$ cat src/rtl/rv_pkg.sv
// Shared RV32I encoding constants: opcodes, funct3 values, request kinds and ALU-control codes.
// Also used by the control decoders elsewhere in the codebase.
package rv_pkg;

  localparam logic [6:0] OP_R   = 7'b0110011;
  localparam logic [6:0] OP_I   = 7'b0010011;
  localparam logic [6:0] OP_LW  = 7'b0000011;
  localparam logic [6:0] OP_SW  = 7'b0100011;
  localparam logic [6:0] OP_BEQ = 7'b1100011;
  localparam logic [6:0] OP_JAL = 7'b1101111;

  localparam logic [2:0] F3_ADD_SUB = 3'b000;
  localparam logic [2:0] F3_AND     = 3'b111;
  localparam logic [2:0] F3_OR      = 3'b110;
  localparam logic [2:0] F3_SLT     = 3'b010;
  localparam logic [2:0] F3_LW      = 3'b010;
  localparam logic [2:0] F3_SW      = 3'b010;
  localparam logic [2:0] F3_BEQ     = 3'b000;

  localparam logic [6:0] F7_BASE = 7'b0000000;
  localparam logic [6:0] F7_SUB  = 7'b0100000;

  localparam logic [2:0] ALU_ADD = 3'b000;
  localparam logic [2:0] ALU_SUB = 3'b001;
  localparam logic [2:0] ALU_AND = 3'b010;
  localparam logic [2:0] ALU_OR  = 3'b011;
  localparam logic [2:0] ALU_SLT = 3'b101;

  typedef enum logic [2:0] {
    KIND_R    = 3'd0,
    KIND_I    = 3'd1,
    KIND_LW   = 3'd2,
    KIND_SW   = 3'd3,
    KIND_BEQ  = 3'd4,
    KIND_JAL  = 3'd5,
    KIND_BAD6 = 3'd6,
    KIND_BAD7 = 3'd7
  } kind_e;

  typedef struct packed {
    logic [31:0] instr;
    logic [31:0] addr;
  } entry_t;

  // True when v is representable as a signed value whose sign bit is v[msb].
  function automatic logic sext_fits(input logic [31:0] v, input int unsigned msb);
    logic [31:0] hi;
    hi = 32'($signed(v) >>> msb);
    return (hi == 32'h0000_0000) || (hi == 32'hFFFF_FFFF);
  endfunction

  // Returns {legal, funct3} for an ALU-control code.
  function automatic logic [3:0] alu_decode(input logic [2:0] alu);
    logic [3:0] res;
    case (alu)
      ALU_ADD: res = {1'b1, F3_ADD_SUB};
      ALU_SUB: res = {1'b1, F3_ADD_SUB};
      ALU_AND: res = {1'b1, F3_AND};
      ALU_OR:  res = {1'b1, F3_OR};
      ALU_SLT: res = {1'b1, F3_SLT};
      default: res = {1'b0, 3'b000};
    endcase
    return res;
  endfunction

endpackage

$ cat src/rtl/instr_encoder_imm_packer.sv
// Combinational immediate range check and RV32I bit-scatter for each request kind.
// fields holds the immediate bits in their final instruction positions, zero elsewhere.
module imm_packer
  import rv_pkg::*;
(
  input  logic [2:0]  kind,
  input  logic [31:0] imm,
  output logic        legal,
  output logic [31:0] fields
);

  // Per-kind legality and scatter of the immediate.
  always_comb begin
    legal  = 1'b0;
    fields = 32'h0000_0000;
    case (kind_e'(kind))
      KIND_R: begin
        legal  = 1'b1;
        fields = 32'h0000_0000;
      end
      KIND_I, KIND_LW: begin
        legal  = sext_fits(imm, 11);
        fields = {imm[11:0], 20'd0};
      end
      KIND_SW: begin
        legal  = sext_fits(imm, 11);
        fields = {imm[11:5], 13'd0, imm[4:0], 7'd0};
      end
      KIND_BEQ: begin
        legal  = sext_fits(imm, 12) && (imm[0] == 1'b0);
        fields = {imm[12], imm[10:5], 13'd0, imm[4:1], imm[11], 7'd0};
      end
      KIND_JAL: begin
        legal  = sext_fits(imm, 20) && (imm[0] == 1'b0);
        fields = {imm[20], imm[10:1], imm[11], imm[19:12], 12'd0};
      end
      default: begin
        legal  = 1'b0;
        fields = 32'h0000_0000;
      end
    endcase
  end

endmodule

$ cat src/rtl/instr_encoder.sv
// Request-to-RV32I instruction encoder with a two-entry output skid buffer and
// an instruction-address counter; illegal requests are consumed and flagged in err.
module instr_encoder
  import rv_pkg::*;
(
  input  logic        clk,
  input  logic        rst_n,
  input  logic        clr,
  input  logic        in_valid,
  output logic        in_ready,
  input  logic [2:0]  in_kind,
  input  logic [2:0]  in_alu,
  input  logic [4:0]  in_rd,
  input  logic [4:0]  in_rs1,
  input  logic [4:0]  in_rs2,
  input  logic [31:0] in_imm,
  output logic        out_valid,
  input  logic        out_ready,
  output logic [31:0] out_instr,
  output logic [31:0] out_addr,
  output logic        err
);

  logic        imm_legal_s;
  logic [31:0] imm_fields_s;
  logic        kind_ok_s;
  logic [31:0] base_s;
  logic [31:0] word_s;
  logic [3:0]  alu_dec_s;
  logic        req_legal_s;
  logic        accept_s;
  logic        push_s;
  logic        pop_s;
  logic [1:0]  cnt_s;
  logic [1:0]  nxt_cnt_s;

  logic        in_ready_r;
  logic        err_r;
  logic [31:0] addr_r;
  logic        head_valid_r;
  logic        skid_valid_r;
  entry_t      head_r;
  entry_t      skid_r;
  entry_t      new_s;

  imm_packer u_imm_packer (
    .kind   (in_kind),
    .imm    (in_imm),
    .legal  (imm_legal_s),
    .fields (imm_fields_s)
  );

  // Opcode/register/funct fields per kind, merged with the scattered immediate.
  always_comb begin
    alu_dec_s = alu_decode(in_alu);
    kind_ok_s = 1'b0;
    base_s    = 32'h0000_0000;
    case (kind_e'(in_kind))
      KIND_R: begin
        kind_ok_s = alu_dec_s[3];
        base_s    = {(in_alu == ALU_SUB) ? F7_SUB : F7_BASE, in_rs2, in_rs1,
                     alu_dec_s[2:0], in_rd, OP_R};
      end
      KIND_I: begin
        kind_ok_s = alu_dec_s[3] && (in_alu != ALU_SUB);
        base_s    = {12'd0, in_rs1, alu_dec_s[2:0], in_rd, OP_I};
      end
      KIND_LW: begin
        kind_ok_s = 1'b1;
        base_s    = {12'd0, in_rs1, F3_LW, in_rd, OP_LW};
      end
      KIND_SW: begin
        kind_ok_s = 1'b1;
        base_s    = {7'd0, in_rs2, in_rs1, F3_SW, 5'd0, OP_SW};
      end
      KIND_BEQ: begin
        kind_ok_s = 1'b1;
        base_s    = {7'd0, in_rs2, in_rs1, F3_BEQ, 5'd0, OP_BEQ};
      end
      KIND_JAL: begin
        kind_ok_s = 1'b1;
        base_s    = {20'd0, in_rd, OP_JAL};
      end
      default: begin
        kind_ok_s = 1'b0;
        base_s    = 32'h0000_0000;
      end
    endcase
    word_s      = base_s | imm_fields_s;
    req_legal_s = kind_ok_s && imm_legal_s;
  end

  // Handshake qualifiers and the occupancy the buffer will have after this edge.
  // in_ready itself comes from a register; clr only masks it for its own cycle.
  always_comb begin
    in_ready  = in_ready_r && !clr;
    accept_s  = in_valid && in_ready;
    push_s    = accept_s && req_legal_s;
    pop_s     = head_valid_r && out_ready;
    new_s     = '{instr: word_s, addr: addr_r};
    cnt_s     = {1'b0, head_valid_r} + {1'b0, skid_valid_r};
    nxt_cnt_s = cnt_s + {1'b0, push_s} - {1'b0, pop_s};
  end

  // Control state: ready flag, sticky error and the address counter.
  always_ff @(posedge clk or negedge rst_n) begin
    if (!rst_n) begin
      in_ready_r <= 1'b0;
      err_r      <= 1'b0;
      addr_r     <= 32'h0000_0000;
    end else if (clr) begin
      in_ready_r <= 1'b1;
      err_r      <= 1'b0;
      addr_r     <= 32'h0000_0000;
    end else begin
      in_ready_r <= (nxt_cnt_s < 2'd2);
      if (accept_s && !req_legal_s) begin
        err_r <= 1'b1;
      end
      if (push_s) begin
        addr_r <= addr_r + 32'd4;
      end
    end
  end

  // Two-entry skid buffer: head drives the outputs, skid holds the next word.
  always_ff @(posedge clk or negedge rst_n) begin
    if (!rst_n) begin
      head_valid_r <= 1'b0;
      skid_valid_r <= 1'b0;
      head_r       <= '0;
      skid_r       <= '0;
    end else if (clr) begin
      head_valid_r <= 1'b0;
      skid_valid_r <= 1'b0;
      head_r       <= '0;
      skid_r       <= '0;
    end else if (pop_s) begin
      if (skid_valid_r) begin
        head_r       <= skid_r;
        skid_valid_r <= push_s;
        if (push_s) begin
          skid_r <= new_s;
        end
      end else begin
        head_valid_r <= push_s;
        if (push_s) begin
          head_r <= new_s;
        end
      end
    end else if (push_s) begin
      if (head_valid_r) begin
        skid_valid_r <= 1'b1;
        skid_r       <= new_s;
      end else begin
        head_valid_r <= 1'b1;
        head_r       <= new_s;
      end
    end
  end

  assign out_valid = head_valid_r;
  assign out_instr = head_r.instr;
  assign out_addr  = head_r.addr;
  assign err       = err_r;

endmodule

$ cat config.mk
export PLATFORM = sky130hd
export DESIGN_NAME = instr_encoder
export DESIGN_NICKNAME = d
export VERILOG_FILES = /design/src/rtl/rv_pkg.sv /design/src/rtl/instr_encoder_imm_packer.sv /design/src/rtl/instr_encoder.sv
export SDC_FILE = /design/constraint.sdc
export NUM_CORES = 1
export LEC_CHECK = 0
export BUFFER_PORTS_ARGS = -buffer_cell sky130_fd_sc_hd__buf_2
export CELL_PAD_IN_SITES_DETAIL_PLACEMENT = 2
export CELL_PAD_IN_SITES_GLOBAL_PLACEMENT = 2
export CORE_MARGIN = 2
export CORE_UTILIZATION = 38
export DETAILED_ROUTE_END_ITERATION = 6
export PLACE_DENSITY = 0.93
export SYNTH_ARGS = -nofsm -noshare
export SYNTH_HDL_FRONTEND = slang
export SYNTH_HIERARCHICAL = 1
export SYNTH_SLANG_ARGS = --single-unit
$ cat constraint.sdc
create_clock -name clk -period 3.8 [get_ports clk]
set_clock_uncertainty 0.1 [all_clocks]
set_input_delay 0.19 -clock clk [delete_from_list [all_inputs] [get_ports clk]]
set_output_delay 0.19 -clock clk [all_outputs]
set_load 0.01 [all_outputs]
# [Word-level counts from Yosys, hierarchy flattened]
# Cells that the tools add are included.
[op_classes] mux=31 n_lt_le_gt_ge=1 eq_ne=17 bitwise=2 reduce_logical=32 add_sub_neg=4
[ops] op="$mux 64" count=11
[ops] op="$pmux 31 s6" count=1
[ops] op="$pmux 32 s4" count=1
[ops] op="$eq 32x32->1 const B" count=3
[ops] op="$logic_not 32->1" count=3
[ops] op="$mux 32" count=2
[ops] op="$add 32x3->32 const B" count=1
[ops] op="$or 32x32->32" count=1
[ops] op="$pmux 4 s4" count=1
[ops] op="$eq 3x2->1 const B" count=4
[ops] op="$mux 1" count=12
[ops] op="$eq 3x3->1 const B" count=3
[ops] op="$logic_and 1x1->1" count=9
[ops] op="$ne 3x3->1 const B" count=3
[ops] op="$reduce_bool 3->1" count=3
[ops] op="$eq 3x1->1 const B" count=2
[ops] op="$logic_not 3->1" count=2
[ops] op="$mux 6" count=1
[ops] op="$pmux 1 s4" count=1
[ops] op="$reduce_and 2->1" count=2
[ops] op="$reduce_and 4->1" count=1
[ops] op="$reduce_bool 2->1" count=2
[ops] op="$reduce_or 2->1" count=2
[ops] op="$reduce_or 4->1" count=1
[ops] op="12 further kinds" count=15
[word_totals] output_inout_bits=67 elab_cells=96 in_bits=58 ff_bits=164

# [Longest topological paths before layout]
# Gate-level depths: netlist of run 1.
[logic_depth] ltp_word=11 mapped_depth=16 mapped_depth_nobuf=15

# [Cells and area by module]
# Netlist of run 1, hierarchy kept.
[modules_own_cells] mod="instr_encoder" instances=1 area_per_inst_um2=7827.5 seq_area_each_um2=4003.8 cells_each=832
[modules_own_cells] mod="imm_packer" instances=1 area_per_inst_um2=495.5 seq_area_each_um2=0.0 cells_each=75

# [Least setup slack after synthesis of run 1]
# No wires, ideal clock.
[synth_timing] kind="input port to flip-flop" start="in in_kind[1]" end="reg in_ready_r" required_ps=3579 setup_ps=121 setup_slack_ps=747 stages=16 path_buffers=1 t_arrival_ps=2832 path_cell_list="buf_6 > nand2b_4 > nor2_2 > o21ai_1 > a311oi_1 > a21o_1 > a21bo_2 > nor3_1 > o21a_1 > inv_2 > ha_1 > inv_1 > ha_1 > a21oi_1 > xnor2_1 > nand2b_1"
[synth_via] elab_chain_len=9 elab_cells_between_ends=16 classes_between="2 x add/sub; 1 x order compare; 5 x eq/ne; 3 x mux; 5 x reduce/logical"
[synth_lines] item="start, declared" line_no="instr_encoder.sv:11" rtl="input logic [2:0] in_kind,"
[synth_lines] item="$eq 3x1->1 / $eq 3x2->1 (equally long branches)" line_no="instr_encoder_imm_packer.sv:16" rtl="case (kind_e'(kind))"
[synth_lines] item="$reduce_or 3->1 (no line)"
[synth_lines] item="$pmux 1 s4 (*)" line_no="instr_encoder_imm_packer.sv:16"
[synth_lines] item="named net imm_legal_s" line_no="instr_encoder.sv:24" rtl="logic imm_legal_s;"
[synth_lines] item="$logic_and 1x1->1 (*)" line_no="instr_encoder.sv:90" rtl="req_legal_s = kind_ok_s && imm_legal_s;"
[synth_lines] item="$logic_and 1x1->1 (*)" line_no="instr_encoder.sv:98" rtl="push_s = accept_s && req_legal_s;"
[synth_lines] item="$add 2x1->2 (*)" line_no="instr_encoder.sv:102" rtl="nxt_cnt_s = cnt_s + {1'b0, push_s} - {1'b0, pop_s};"
[synth_lines] item="$sub 2x1->2 (*)" line_no="instr_encoder.sv:102"
[synth_lines] item="$lt 2x2->1 (*)" line_no="instr_encoder.sv:116" rtl="in_ready_r <= (nxt_cnt_s < 2'd2);"
[synth_lines] item="$mux 1 (*)" line_no="instr_encoder.sv:111" rtl="end else if (clr) begin"
[synth_lines] item="end signal, assigned" line_no="instr_encoder.sv:116"
[synth_lines] item="end, declared" line_no="instr_encoder.sv:37" rtl="logic in_ready_r;"
# The timed path passes the listed nets; every way through them passes the cells marked *.
# A chain may end at the register's enable or synchronous reset.

# [Worst setup path after layout of run 1]
[layout_timing] start="in in_imm[20]" end="reg head_r, in the netlist out_addr[4]"
[layout_via] elab_chain_len=8 elab_cells_between_ends=17 classes_between="3 x eq/ne; 1 x mux; 13 x reduce/logical"
[layout_lines] item="start, declared" line_no="instr_encoder.sv:16" rtl="input logic [31:0] in_imm,"
[layout_lines] item="$eq 32x32->1 / $logic_not 32->1 (equally long branches)" line_no="rv_pkg.sv:49" rtl="return (hi == 32'h0000_0000) || (hi == 32'hFFFF_FFFF);"
[layout_lines] item="$logic_or 1x1->1" line_no="rv_pkg.sv:49"
[layout_lines] item="$logic_and 1x1->1 (on tied branches)" line_no="instr_encoder_imm_packer.sv:34, instr_encoder_imm_packer.sv:30"
[layout_lines] item="$pmux 1 s4 (*)" line_no="instr_encoder_imm_packer.sv:16"
[layout_lines] item="named net imm_legal_s" line_no="instr_encoder.sv:24"
[layout_lines] item="$logic_and 1x1->1 (*)" line_no="instr_encoder.sv:90"
[layout_lines] item="$logic_and 1x1->1 (*)" line_no="instr_encoder.sv:98"
[layout_lines] item="$reduce_bool 3->1 (no line)"
[layout_lines] item="$reduce_and 3->1 (no line) (*)"
[layout_lines] item="end signal, assigned" line_no="instr_encoder.sv:140" rtl="head_r <= skid_r;"
[layout_lines] item="end signal, assigned" line_no="instr_encoder.sv:148" rtl="head_r <= new_s;"
[layout_lines] item="end signal, assigned" line_no="instr_encoder.sv:157" rtl="head_r <= new_s;"
[layout_lines] item="end, declared" line_no="instr_encoder.sv:42" rtl="entry_t head_r;"
# Marked as above.

==> parameters.txt, run 1 <==
Parameter                              Value

Die
  Cell Rows ... 54
  Core region area ... roughly 0.022 mm^2
  Die X ... roughly 150 um
  Starting density of the core ... 0.384
  I/O Pins ... approximately 130
  Chip Height ... between 150 and 200 um
  Die area ... ~0.023 mm^2

GRT
  Global Route Usage Sum ... 0.268
  Largest net degree at the start of global routing ... 110
  Number of global-route vias before repair ... about 8800
  Overflow left after global routing ... 0
  First-pass GRT wire length ... about 50 mm
  Antenna violations before repair ... 1

Final layout
  Net total in the final layout ... between 1000 and 1500
  Layout overhead on the synthesized area ... 16.9%
  Total inserted antenna cells ... 0
  Most common cell after layout, fill and taps aside ... dfrtp_1
  Final Non-Filler Cells ... around 1300
  Multi-input gate area in the final layout ... around 0.0039 mm^2
  Number of filler cells placed in the layout ... ~2300
  Highest-count cells in the layout ignoring fill and taps ... dfrtp_1 (160), buf_2 (122), nand2_1 (100)
  Storage element area ... 0.00400 mm^2
  Fraction of layout instances using a drive strength above 1 ... 0.189
  Post-layout util ... 0.449

Timing
  Setup TNS Final ... 0 ns
  Count of final max-slew check failures ... 0
  Setup Viol. Count Final ... 0
  Max Fclk ... 315 MHz
  Unrepaired setup endpoints after global routing ... false
  Final period utilization ... 0.834
  Endpoints failing hold ... 0
  Pin slew with the least headroom to its limit ... 1.10 ns
  Crit path time final ... 3.17 ns
  Max-slew headroom ... 0.266

Logic synthesis
  Cells after synthesis ... 905
  Area of the mapped netlist ... ~0.0083 mm^2
  Syn avg cell area ... 9.18 um^2
  Number of warnings reported in the yosys synthesis log ... 6

Routing
  Count of nets left with antenna violations after detail routing ... 0
  Post-detailed-route via-to-cell ratio ... about 6.1
  Topmost layer with routed signal wires ... met5
  Total met3 wirelength after detailed routing ... 1.18 mm
  Post-DR wirelength/cell ... roughly 24 um
  Met2 routed WL ... 15.9 mm
  Wl on met1 ... around 13 mm
  Number of design-rule violations left by the first detailed-router iteration ... between 500 and 600
  Routed vias ... between 7000 and 8000
  Number of remaining DRC errors ... 0
  Total iterations of the first detailed-routing run ... 5
  Routed wire length ... ~30 mm

Critical path
  Critical-path maximum fanout ... 63
  List of cells traversed by the critical path ... buf_2 -> nor4_1 -> and3_1 -> nand3_2 -> a311oi_1 -> a21o_1 -> a21bo_2 -> nor4_1 -> o21ai_4 -> buf_4 -> a31oi_1 -> o22ai_1
  Worst path most repeated cell ... nor4_1
  Required arrival time at the worst endpoint ... roughly 4 ns
  Kind of end point of the critical path ... register
  Worst stage delay on the critical path ... 0.51 ns
  Worst path slowest cell ... nor4_1
  Delay-heaviest family, CP ... compound AO/OA/AOI/OAI gates
  Worst Setup SP ... in_imm[20]
  CP Buf/Inv Count ... 2
  Class of the most critical setup path ... in -> reg
  Startpoint type of the worst setup path ... input port
  Reg-to-reg startpoint ... addr_r[9]
  Signal arrival time at the worst endpoint ... 3.32 ns

Clocking
  Maximum number of buffers from clock root to sink ... 2
  Resized cells post-CTS ... 0
  CTS buffer count ... 17
  Clock tree sinks ... 160
  Clock transition time at the flip-flop clock pins of the worst setup and hold paths ... roughly 0.07 ns
  Clock tree root driver cell ... clkbuf_16
  CTS tree ... built
  Number of levels in the clock H-tree ... 4
  Worst-Skew Late Latency ... approximately 0.45 ns

Place
  DP Wirelength ... 18.2 mm
  Placed cell count ... ~1300
  Port bufs ... between 100 and 150
  Gp weighted congestion ... approximately 0.81

Run
  Max-capacitance violation count ... 0

Power
  Static leakage ... 0.00426 uW
  Peak supply drop ... 256 uV
  PD cells ... about 380 mW/mm^2

Hold path
  Critical hold path startpoint ... in_rs1[1]
  Type of the tightest min-delay check ... in -> reg

Status
  Result of the run ... finished clean
## state kept, by name, summed over array words and instances, names as in the netlist
signal	cells
out_valid	1
in_ready_r	1
err	1
out_instr	32
skid_valid_r	1
out_addr	31
addr_r	30
skid_r	63
## timing repair
item	4_1_cts	5_1_grt
setup endpoints to repair	0	0
hold buffers	3	0
endpoints found under the hold margin	85	0
buffers inserted	0	0
## layout make-up
cell class / instances / area share
well taps: 280 / 0.0361
clock buffers: 22 / 0.0488
clock inverters: 10 / 0.0106
flip-flops and latches: 160 / 0.412
repair buffers: 146 / 0.0826
inverters: 16 / 0.00618
multi-input cells: 652 / 0.404
## worst paths after layout
check | end | slack (ns) | depth (start not counted)
worst max-delay path | out_addr[4] | 0.63 | 12
worst min-delay path | out_instr[16] | 0.04 | 3
worst max register to register | addr_r[31] | 1.17 | 5
worst min register to register | skid_r[35] | 0.42 | 2
max in group asynchronous | out_instr[19] | 2.36 | 3
min in group asynchronous | skid_r[49] | 0.28 | 2
## report_power, final
group | leakage (uW) | switching (uW) | internal (uW) | total [uW]
Sequential | 0.00223 | 4.16 | 1710 | 1710
Clock | 0.000277 | 771 | 962 | 1730
Combinational | 0.00175 | 169 | 74.2 | 243
Total | 0.00426 | 943 | 2740 | 3690
## worst min-delay path, delay by kind of cell
family                 cells  cell delay (ns)
AO/OA/AOI/OAI              2             0.28
buffers and inverters      1             0.08
## per-layer routing
metal  track usage  vias to the layer above
met3        0.0396                       54
met5             0                        -
li1              -                     3439
met4        0.0863                        2
met1         0.344                     4072
met2         0.467                      229
## per-stage QoR
| stage | total power (uW) | worst slack [ns] | cell area (um^2) | hold WS, ns |
|---|---|---|---|---|
| finish | 3690 | 0.630 | 9710 | 0.0374 |
| global route | 3790 | 0.405 | 9710 | 0.0569 |
| CTS | 3700 | 0.641 | 9710 | 0.0407 |
| detailed placement | 1980 | 0.262 | 9110 | 0.226 |
| global placement | 1970 | 0.449 | 9110 | 0.222 |
| floorplan | 1860 | 0.747 | 8320 | -0.206 |
Note: power is estimated with default switching activity, not from simulation.
==> run 2: changes to the inputs <==
--- a/config.mk
+++ b/config.mk
@@ -9,9 +9,9 @@
 export CELL_PAD_IN_SITES_DETAIL_PLACEMENT = 2
 export CELL_PAD_IN_SITES_GLOBAL_PLACEMENT = 2
 export CORE_MARGIN = 2
-export CORE_UTILIZATION = 38
+export CORE_UTILIZATION = 32
 export DETAILED_ROUTE_END_ITERATION = 6
-export PLACE_DENSITY = 0.93
+export PLACE_DENSITY = 0.85
 export SYNTH_ARGS = -nofsm -noshare
 export SYNTH_HDL_FRONTEND = slang
 export SYNTH_HIERARCHICAL = 1
==> constraint.sdc (replaced) <==
create_clock -name clk -period 2.7 [get_ports clk]
set_clock_uncertainty 0.1 [all_clocks]
set_input_delay 0.135 -clock clk [delete_from_list [all_inputs] [get_ports clk]]
set_output_delay 0.135 -clock clk [all_outputs]
set_load 0.01 [all_outputs]
==> run 2 against run 1 <==
Effect of this change:
- the run now ends with setup timing left
- register-to-register slack worse by 0.91 ns
- wire length fell by 0.66%
- first-iteration DRC count shrank 22%
- cell count is 7.1% higher
- via count is 0.50% lower
- clock-buffer cell count down 1
- critical endpoint is now out_instr[5]
- largest cell class is now multi-input combinational cells
==> parameters.txt, run 2 (same netlist as run 1, synthesis figures left out) <==
Parameter                              Value

Place
  Cell Area, Placed ... 0.00952 mm^2 (was 0.00911 mm^2)
  Port bufs ... 124 (unchanged)
  Gp weighted congestion ... 0.779 (was 0.808)
  Pre-CTS WS ... -0.410 ns (was 0.262 ns)
  DP Wirelength ... 19.1 mm (was 18.2 mm)

Critical path
  Critical-path maximum fanout ... 15 (was 63)
  Class of the most critical setup path ... in -> reg (unchanged)
  Signal arrival time at the worst endpoint ... 2.91 ns (was 3.32 ns)
  Required arrival time at the worst endpoint ... 2.91 ns (was 3.95 ns)
  List of cells traversed by the critical path ... buf_2 -> nor4_4 -> and3_1 -> o21ai_1 -> a311oi_2 -> a21o_1 -> a21bo_4 -> nor4_1 -> buf_4 -> o21ai_4 -> or3_1 -> a311oi_1 (was buf_2 -> nor4_1 -> and3_1 -> nand3_2 -> a311oi_1 -> a21o_1 -> a21bo_2 -> nor4_1 -> o21ai_4 -> buf_4 -> a31oi_1 -> o22ai_1)
  Kind of end point of the critical path ... register (unchanged)
  Count of cells along the worst register-to-register path ... 6 (was 5)
  Delay-heaviest family, CP ... compound AO/OA/AOI/OAI gates (unchanged)
  Startpoint type of the worst setup path ... input port (unchanged)
  Worst stage delay on the critical path ... 0.41 ns (was 0.51 ns)
  Worst path slowest cell ... or3_1 (was nor4_1)
  Stages on worst setup path ... 12 (unchanged)
  CP Buf/Inv Count ... 2 (unchanged)

GRT
  Antenna violations before repair ... 0 (was 1)
  Overflow left after global routing ... 0 (unchanged)
  First-pass GRT wire length ... 47.5 mm (was 49.7 mm)
  Global Route Usage Sum ... 0.222 (was 0.268)
  Number of global-route vias before repair ... 8586 (was 8764)
  Largest net degree at the start of global routing ... 74 (was 110)

Timing
  Max Fclk ... 370 MHz
  Crit path time final ... about 2.7 ns
  Setup Viol. Count Final ... 1 (was 0)
  Setup TNS Final ... -0.00612 ns (was 0 ns)
  Final WS setup ... -0.00612 ns (was 0.630 ns)
  Pin slew with the least headroom to its limit ... 1.16 ns (was 1.10 ns)
  Max-slew headroom ... 0.224 (was 0.266)
  Unrepaired setup endpoints after global routing ... true (was false)
  Count of final max-slew check failures ... 0 (unchanged)
  Endpoints failing hold ... 0 (unchanged)
  Final period utilization ... 1.00

Power
  Total power consumption of the routed design ... 5300 uW (was 3690 uW)
  Static leakage ... 0.00453 uW (was 0.00426 uW)
  Register share of total power ... 0.455 (was 0.464)
  Peak supply drop ... 438 uV (was 256 uV)
  Logic gate share of total power ... 0.074 (was 0.066)
  Int Pwr ... 3980 uW (was 2740 uW)
  PD cells ... 510 mW/mm^2 (was 380 mW/mm^2)
  Switching Fraction ... 0.248 (was 0.256)
  Clock share of power ... 0.471 (was 0.470)
  Switching power ... 1310 uW (was 943 uW)

Clocking
  Worst-Skew Late Latency ... 0.43 ns (was 0.45 ns)
  Clock tree sinks ... 160 (unchanged)
  Number of levels in the clock H-tree ... 4 (unchanged)
  CTS buffer count ... 17 (unchanged)
  CTS tree ... built (unchanged)
  Clock transition time at the flip-flop clock pins of the worst setup and hold paths ... 0.07 ns (about the same)
  Clock tree root driver cell ... clkbuf_16 (unchanged)
  Maximum number of buffers from clock root to sink ... 2 (unchanged)

Routing
  Number of remaining DRC errors ... 0 (unchanged)
  Post-detailed-route via-to-cell ratio ... 5.63 (was 6.06)
  Total iterations of the first detailed-routing run ... 4 (was 5)
  Routed wire length ... 30.4 mm (was 30.6 mm)
  Number of design-rule violations left by the first detailed-router iteration ... 411 (was 527)
  Routed vias ... 7757 (was 7796)
  Count of nets left with antenna violations after detail routing ... 0 (unchanged)
  Post-DR wirelength/cell ... 22.1 um (was 23.8 um)

Status
  Failing checks ... setup timing
  Result of the run ... finished, violations left (was finished clean)

Die
  Cell Rows ... 58 (was 54)
  Die area ... 0.0273 mm^2 (was 0.0231 mm^2)
  Die X ... 165 um (was 152 um)
  Starting density of the core ... 0.328 (was 0.384)
  I/O Pins ... 125 (unchanged)
  Core region area ... 0.0253 mm^2 (was 0.0216 mm^2)
  Chip Height ... 165 um (was 152 um)

Final layout
  Most common cell after layout, fill and taps aside ... dfrtp_1 (unchanged)
  Highest-count cells in the layout ignoring fill and taps ... dfrtp_1 (160), buf_2 (122), nand2_1 (100) (unchanged)
  Flip-flop count of the largest register, all copies and words added ... 63 (unchanged)
  Layout overhead on the synthesized area ... 25.0% (was 16.9%)
  Net total in the final layout ... 1095 (was 1054)
  Fraction of layout instances using a drive strength above 1 ... 0.228 (was 0.189)
  Number of filler cells placed in the layout ... 2764 (was 2325)
  Post-route design area ... 0.0104 mm^2 (was 0.00971 mm^2)
  Register containing the most flip-flops in the final layout ... skid_r (unchanged)
  Post-layout util ... 0.410 (was 0.449)
  Total inserted antenna cells ... 0 (unchanged)

Run
  Max-capacitance violation count ... 0 (unchanged)

Hold path
  Type of the tightest min-delay check ... in -> reg (unchanged)
  Worst hold stages ... 3 (unchanged)
[run 2: changes by cell type in the layout (fill, tap and decap cells not counted), sizes merged]
| cell | previous run | this run |
|---|---|---|
| dlygate4sd3 | 3 | 13 |
| clkinvlp | 2 | 4 |
| bufinv | 1 | 2 |
| clkinv | 6 | 5 |
| clkbuf | 22 | 23 |
| inv | 17 | 16 |
| buf | 143 | 172 |
[run 2: final timing paths]
kind | to | slack [ns] | from
max reg2reg | addr_r[23] | 0.26 | addr_r[9]
min in group asynchronous | out_addr[25] | 0.18 | rst_n
max | out_instr[5] | -0.006 | in_imm[31]
min reg2reg | skid_r[34] | 0.43 | skid_r[34]
min | skid_r[52] | 0.01 | in_rs2[0]
max in group asynchronous | out_instr[10] | 1.46 | rst_n
[run 2: worst register-to-register path, stage by stage (launching register included)]
cell	delay, ns
dfrtp_1	0.45
nand4_1	0.18
or2_1	0.30
buf_4	0.19
or3_1	0.45
or4_1	0.49
a21oi_1	0.20
[run 2: power groups by stage]
stage	logic (uW)	registers (uW)	clock network, uW
final	393	2410	2490
after global routing	432	2410	2630
after CTS	383	2410	2530
after detailed placement	366	2450	0
after global placement	354	2450	0
after floorplan	165	2460	0
[run 2: metrics by stage]
step	hold slack, ns	cells
after floorplan	-0.261	909
after global placement	0.123	1329
after detailed placement	0.125	1329
after CTS	0.00658	1374
after global routing	0.0348	1377
final	0.0131	1377
[run 2: what timing repair did]
item / in CTS / in global routing
hold buffers: 13 / 0
buffers inserted: 0 / 1
gates resized for setup: 0 / 17
endpoints found under the hold margin: 80 / 0
setup endpoints to repair: 0 / 76
[run 2: final cells by class]
| cell class | count | area [um^2] | share of cell area |
|---|---|---|---|
| multi-input cells | 652 | 4050 | 0.389 |
| flip-flops and latches | 160 | 4000 | 0.385 |
| repair buffers | 187 | 1260 | 0.122 |
| clock buffers | 21 | 470 | 0.0453 |
| well taps | 330 | 413 | 0.0397 |
| clock inverters | 11 | 130 | 0.0125 |
| inverters | 16 | 60.1 | 0.00578 |
[run 2: routing by layer]
layer | routed length (um) | vias to the layer above | track usage
li1 | - | 3529 | -
met1 | 13200 | 4042 | 0.285
met2 | 15900 | 155 | 0.392
met3 | 943 | 31 | 0.0362
met4 | 387 | 0 | 0.0526
met5 | 0 | - | 0
